### src/rtl/imem_loader.sv
`default_nettype none
// ============================================================================
// Module      : imem_loader
// Description : Receives a byte stream from a host link (a 1-byte word-count
//               header, then 4 little-endian bytes per word). It writes each
//               assembled word into instruction memory and holds the CPU in
//               stall while the load runs.
// Revision    : 1.0 - initial release
// ============================================================================
module imem_loader #(
    parameter int N  = 32,
    parameter int AW = 6
) (
    input  logic          clk,
    input  logic          reset,
    input  logic          start,
    input  logic [7:0]    in_data,
    input  logic          in_valid,
    output logic          in_ready,
    output logic          wr_en,
    output logic [AW-1:0] wr_addr,
    output logic [N-1:0]  wr_data,
    output logic          cpu_hold,
    output logic          done,
    output logic          err
);

    // Largest legal word count; any header above this is rejected.
    localparam logic [7:0] c_depth = 8'(1 << AW);

    typedef enum logic [2:0] {
        S_IDLE  = 3'd0,
        S_HDR   = 3'd1,
        S_BYTES = 3'd2,
        S_WRITE = 3'd3,
        S_DONE  = 3'd4
    } state_t;

    state_t        r_state;
    logic          r_in_ready;
    logic          r_wr_en;
    logic [AW-1:0] r_wr_addr;
    logic [N-1:0]  r_wr_data;
    logic          r_cpu_hold;
    logic          r_done;
    logic          r_err;
    logic [AW:0]   r_cnt;     // word count C from the header
    logic [AW-1:0] r_widx;    // word index W
    logic [1:0]    r_bidx;    // byte index B within the current word
    logic [23:0]   r_asm;     // lower three bytes; the fourth goes straight to wr_data

    logic          w_xfer;
    logic          w_last;

    assign w_xfer = in_valid & r_in_ready;
    // Current word is the final one when W + 1 equals C.
    assign w_last = (({1'b0, r_widx} + (AW+1)'(1)) == r_cnt);

    // Loader state machine; every output is a register updated here.
    always_ff @(posedge clk) begin
        if (!reset) begin
            r_state    <= S_IDLE;
            r_in_ready <= 1'b0;
            r_wr_en    <= 1'b0;
            r_wr_addr  <= '0;
            r_wr_data  <= '0;
            r_cpu_hold <= 1'b0;
            r_done     <= 1'b0;
            r_err      <= 1'b0;
            r_cnt      <= '0;
            r_widx     <= '0;
            r_bidx     <= '0;
            r_asm      <= '0;
        end else begin
            case (r_state)
                S_IDLE: begin
                    r_done     <= 1'b0;
                    r_err      <= 1'b0;
                    r_in_ready <= 1'b0;
                    r_cpu_hold <= 1'b0;
                    if (start) begin
                        r_state    <= S_HDR;
                        r_in_ready <= 1'b1;
                        r_cpu_hold <= 1'b1;
                    end
                end
                S_HDR: begin
                    if (w_xfer) begin
                        r_cnt  <= in_data[AW:0];
                        r_widx <= '0;
                        r_bidx <= '0;
                        if (in_data == 8'd0) begin
                            r_state    <= S_DONE;
                            r_in_ready <= 1'b0;
                            r_done     <= 1'b1;
                            r_cpu_hold <= 1'b0;
                        end else if (in_data > c_depth) begin
                            r_state    <= S_IDLE;
                            r_in_ready <= 1'b0;
                            r_err      <= 1'b1;
                            r_cpu_hold <= 1'b0;
                        end else begin
                            r_state <= S_BYTES;
                        end
                    end
                end
                S_BYTES: begin
                    if (w_xfer) begin
                        r_bidx <= r_bidx + 2'd1;
                        case (r_bidx)
                            2'd0: r_asm[7:0]   <= in_data;
                            2'd1: r_asm[15:8]  <= in_data;
                            2'd2: r_asm[23:16] <= in_data;
                            default: begin
                                r_state    <= S_WRITE;
                                r_in_ready <= 1'b0;
                                r_wr_en    <= 1'b1;
                                r_wr_addr  <= r_widx;
                                r_wr_data  <= {in_data, r_asm};
                            end
                        endcase
                    end
                end
                S_WRITE: begin
                    r_wr_en <= 1'b0;
                    r_bidx  <= '0;
                    if (w_last) begin
                        r_state    <= S_DONE;
                        r_done     <= 1'b1;
                        r_cpu_hold <= 1'b0;
                    end else begin
                        r_widx     <= r_widx + AW'(1);
                        r_state    <= S_BYTES;
                        r_in_ready <= 1'b1;
                    end
                end
                S_DONE: begin
                    r_done  <= 1'b0;
                    r_state <= S_IDLE;
                end
                default: begin
                    r_state <= S_IDLE;
                end
            endcase
        end
    end

    assign in_ready = r_in_ready;
    assign wr_en    = r_wr_en;
    assign wr_addr  = r_wr_addr;
    assign wr_data  = r_wr_data;
    assign cpu_hold = r_cpu_hold;
    assign done     = r_done;
    assign err      = r_err;

endmodule
`default_nettype wire

### config.mk
export PLATFORM = sky130hd
export DESIGN_NAME = imem_loader
export DESIGN_NICKNAME = d
export VERILOG_FILES = /design/src/rtl/imem_loader.sv
export SDC_FILE = /design/constraint.sdc
export NUM_CORES = 1
export LEC_CHECK = 0
export CORE_AREA = 8 8 88 122
export CTS_CLUSTER_DIAMETER = 40
export DETAILED_ROUTE_END_ITERATION = 8
export DIE_AREA = 0 0 96 130
export PLACE_DENSITY = 0.6
export REMOVE_ABC_BUFFERS = 1
export SKIP_CTS_REPAIR_TIMING = 1
export SLEW_MARGIN = 5
export SYNTH_ARGS = -nofsm -noshare
export SYNTH_HDL_FRONTEND = slang
export SYNTH_SLANG_ARGS = --single-unit
### constraint.sdc
create_clock -name clk -period 3.9 [get_ports clk]
set_input_delay 0.78 -clock clk [delete_from_list [all_inputs] [get_ports clk]]
set_output_delay 0.78 -clock clk [all_outputs]
set_load 0.05 [all_outputs]
======== Word level (Yosys, flattened, before mapping) ========
Index checks and enable logic that the tools add are counted.
operators by class
  multiplexer cells ....................... 35
  shift operators ......................... 0
  bitwise logic cells ..................... 2
  div/mod/pow operators ................... 0
  add/sub/neg operators ................... 3
  equality and inequality tests ........... 17
  reduce and logical (&&, ||, !) cells .... 25
  multipliers ............................. 0
  magnitude comparators ................... 1
operators by type and width
  kind                                                  number
  AND reduction 3 bit                                   7
  two-way mux 3 bit                                     6
  != test 2 bit (second input constant)                 9
  two-way mux 1 bit                                     16
  AND reduction 4 bit                                   4
  two-way mux 6 bit                                     2
  one-hot mux 3 bit (4 select lines)                    1
  one-hot mux 6 bit (2 select lines)                    1
  nonzero test 3 bit                                    3
  > comparator 8 x 7 -> 1 bit (second input constant)   1
  logical NOT 8 bit                                     1
  adder 6 x 1 -> 7 bit (second input constant)          1
  equality test 7 bit                                   1
  adder 6 x 1 -> 6 bit (second input constant)          1
  equality test 3 x 2 -> 1 bit (second input constant)  2
  two-way mux 2 bit                                     3
  one-hot mux 1 bit (3 select lines)                    2
  one-hot mux 2 bit (3 select lines)                    1
  AND reduction 6 bit                                   1
  nonzero test 2 bit                                    3
  one-hot mux 1 bit (2 select lines)                    2
  one-hot mux 1 bit (4 select lines)                    1
  nonzero test 4 bit                                    1
  equality test 3 x 1 -> 1 bit (second input constant)  1
  12 further kinds                                      12
storage, ports and cells
  bits in latches ......................... 0
  memory bits (writable) .................. 0
  register bits ........................... 85
  input port bits ......................... 12
  bits in read-only memories .............. 0
  memories kept ........................... 0

======== Longest topological paths before layout ========
  depth in word-level cells ............... 5
  gate-level depth with buffers ........... 8
  mapped depth without buffers ............ 7

======== Worst setup path before layout ========
Ideal clock, no wire load.
  path kind ............................... input to register
  from .................................... input in_valid
  to ...................................... register r_wr_data[10] (netlist: wr_data[10])
  arrival time ............................ 2.134 ns
  cell stages on the path ................. 7
  path slack .............................. 1.695 ns
  required time ........................... 3.830 ns
  library setup time ...................... 0.070 ns
  cells stage by stage .................... nand2_1 nor4b_2 and2_1 buf_2 buf_2 nand2_1 a21oi_1
on the way
  word-level cells in the longest chain between the ends .. 2
RTL lines
  element                               line  RTL
  start: declaration                    18    input logic in_valid,
  AND 1 bit                             55    assign w_xfer = in_valid & r_in_ready;
  AND reduction 3 bit (no source line)  n/a
  end signal: assignment                119   r_wr_data <= {in_data, r_asm};
  end: declaration                      43    logic [N-1:0] r_wr_data;
Every way passes these cells.
A chain may end at the register's enable or synchronous reset.

======== Worst setup path after layout ========
  from .................................... input in_valid
  to ...................................... register r_wr_data[4] (netlist: wr_data[4])
The elaborated chain is that of the path after synthesis.

==> metrics.csv <==
stage;metric;value;unit
run_status;status;finished clean;
timing;drv_slew;0;
pwr;switching_share;0.2380;
critical_path;cp_max_fo;39;
pwr;p_int;0.001341;W
grt;globalRouteTotalUtil;0.1443;
cells_and_area;fin_util;0.4898;
cells_and_area;area_delta_synth_final;24.43;%
detailed_routing;firstDrtPassIters;4;
detailed_routing;wire_per_inst;14.27;um
detailed_routing;vias_per_cell;5.221;
critical_path;critPathSlowestCell;nor4b_2;
detailed_routing;drc;0;
cells_and_area;diodes;0;
critical_path;path_common_cell;nand2_1;
grt;grt_max_degree;40;
placed_design;portBuffers;54;
yosys;synth_top_area_share;0.4871;
timing;setup_violations;0;
die;initial_core_util;0.3936;
yosys;ys_seq_area_frac;0.4871;
timing;hold_violations;0;
grt;grt_pass1_vias;2971;
detailed_routing;ant_nets;0;
pwr;clockPowerShare;0.439;
placed_design;place.gp.congestion;0.8037;
critical_path;required;4.16;ns
yosys;synth_top_area_cell;dfxtp_1;
timing;hold_slack;0.4494;ns
pwr;p_comb_frac;0.058;
cells_and_area;n_fill_cell;882;
yosys;yosysWarnings;0;
timing;max_slew_margin;0.4862;
critical_path;crit_arrival;2.86;ns
detailed_routing;vias;3143;
timing;worst_slew_pin_slew;0.7648;ns
pwr;power.density;404.9;nW/um^2
pwr;irDropWorstVdd;0.2823;mV
yosys;synth_ff_type;dfxtp_1;
critical_path;cp-start-kind;input port;
die;die_h;130;um
critical_path;path_cells;clkdlybuf4s50_1 -> nand2_1 -> nor4b_2 -> and2_1 -> buf_4 -> nand2_1 -> a21oi_1;
detailed_routing;drt_wl_total;8.592;mm
die;die_area;12480;um^2
cts;cts-buffers-inserted;9;
cts;cts_tree;done;
cts;clk_pin_slew;0.06;ns
yosys;netlist_instances;451;
cts;cts_max_level;3;
yosys;async_reset_ff_frac;0;
die;num_rows;41;
worst_hold_path;worstHoldPathType;reg2reg;
cells_and_area;final_common_cell;nand2_1;
cells_and_area;fin_area;4347;um^2
yosys;synth_seq_cells;85;
cells_and_area;mostFrequentLayoutCells;nand2_1 (150), dfxtp_1 (85), a21oi_1 (82), clkdlybuf4s50_1 (54), nor2_1 (11);
yosys;synth-edff-count;0;
grt;grt_first_pass_wirelength;14.27;mm
timing;tns;0;ns
pwr;power;0.001760;W
cts;cts_buffer_depth;2;
timing;fmax;0.3845;GHz
pwr;sequentialPowerShare;0.504;
critical_path;path_class;in2reg;
pwr;switchingPower;0.0004189;W
critical_path;cp-end-kind;flip-flop;
critical_path;cp_slowest_stage_delay;0.62;ns
pwr;leakage;1.375;nW
timing;finClkSkew;0.007647;ns
yosys;synth.avg_cell_area;7.746;um^2
placed_design;dp_hpwl;5.896;mm
yosys;ys_types;37;
cts;clock-sinks;85;
timing;rsz0062_at_grt;no;
die;ios;55;
cts;insertion_delay;0.33;ns
die;die_w;96;um
die;coreArea;8875;um^2
grt;grt-ovfl-total;0;
cts;root_buffer;clkbuf_16;
grt;antenna_found_initial;0;
yosys;yosys-top-cells-area;dfxtp_1 (49%), nand2_1 (16%), a21oi_1 (12%);
placed_design;dpl_cell_area;4079;um^2
timing;period_share;0.6669;
cells_and_area;layout-drive-gt1-share;0.04848;
job;drv_cap;0;
cells_and_area;final_nets;507;
timing;fin_crit;2.601;ns
detailed_routing;first_iter_violations;132;
yosys;synth_area;3493;um^2
## final cells by class
class,instances,area (um^2),share of cell area
Clock buffer,10,229.0,0.05268
Clock inverter,6,38.79,0.008923
Inverter,5,18.77,0.004318
Multi-Input combinational cell,330,1647,0.3788
Sequential cell,85,1702,0.3915
Tap cell,107,133.9,0.03080
Timing Repair Buffer,59,578.1,0.1330
## metrics by stage
step                instances  worst slack (ns)
finish                    602             1.299
global route              602             1.026
CTS                       602             1.310
detailed placement        586            0.9629
global placement          586            0.9987
floorplan                 420             1.399
## power groups by stage
stage | registers, W | logic, W | clock network (W)
after detailed placement | 0.000906 | 0.000101 | 0
after global placement | 0.000906 | 0.000101 | 0
after global routing | 0.000888 | 0.000111 | 0.000826
after floorplan | 0.000913 | 0.0000478 | 0
after CTS | 0.000886 | 0.000102 | 0.000788
final | 0.000886 | 0.000101 | 0.000772
## per-layer routing
metal  global-route usage  vias up  part of all wire
met3              0.03448        8             0.046
met1               0.1754     1476              0.46
met2               0.2364       51              0.48
met4              0.05813        0             0.014
li1                     -     1608                 -
met5                    0        -                 0
## critical path, delay by kind of cell
family | cells | cell delay (ns)
AND/OR/NAND/NOR | 4 | 1.07
AO/OA/AOI/OAI | 1 | 0.14
buffers and inverters | 2 | 0.86
## sequential cells by signal, summed over array words and instances (netlist names)
signal,count
cpu_hold,1
done,1
err,1
in_ready,1
r_asm,24
r_bidx,2
r_cnt,7
r_state,3
r_widx,6
wr_addr,6
wr_data,32
wr_en,1
## logic make-up (layout without fill, tap and decap cells)
kind of cell	Yosys count	count (layout)	share of synthesized area
adders and majority gates	5	5	0.01791
and+or+nand+nor	205	205	0.2525
buffers and inverters	36	80	0.04154
AOI/OAI and AO/OA	112	112	0.1809
DFF	85	85	0.4871
xor gates and xnor gates	8	8	0.02006
## final timing paths
kind	from	slack, ns	end	cells past startpoint
max	in_valid	1.30	wr_data[4]	7
min	r_asm[6]	0.45	wr_data[6]	2
max reg2reg	r_widx[0]	1.34	in_ready	6
min reg2reg	r_asm[6]	0.45	wr_data[6]	2
## cell usage after synthesis (2+ instances only)
cell type,n
nand2_1,150
dfxtp_1,85
a21oi_1,82
clkbuf_1,25
nor2_1,11
o211ai_1,10
and2_1,7
nand3_1,7
nor3_1,7
xnor2_1,6
buf_2,5
ha_1,5
o21ai_0,5
inv_1,4
nand4_1,4
a31oi_1,3
nand2b_1,3
nor2b_1,3
o21a_1,3
or3_1,3
or4_1,3
and3_1,2
o221ai_1,2
o31ai_1,2
xor2_1,2
Note: power is estimated with default switching activity, not from simulation.
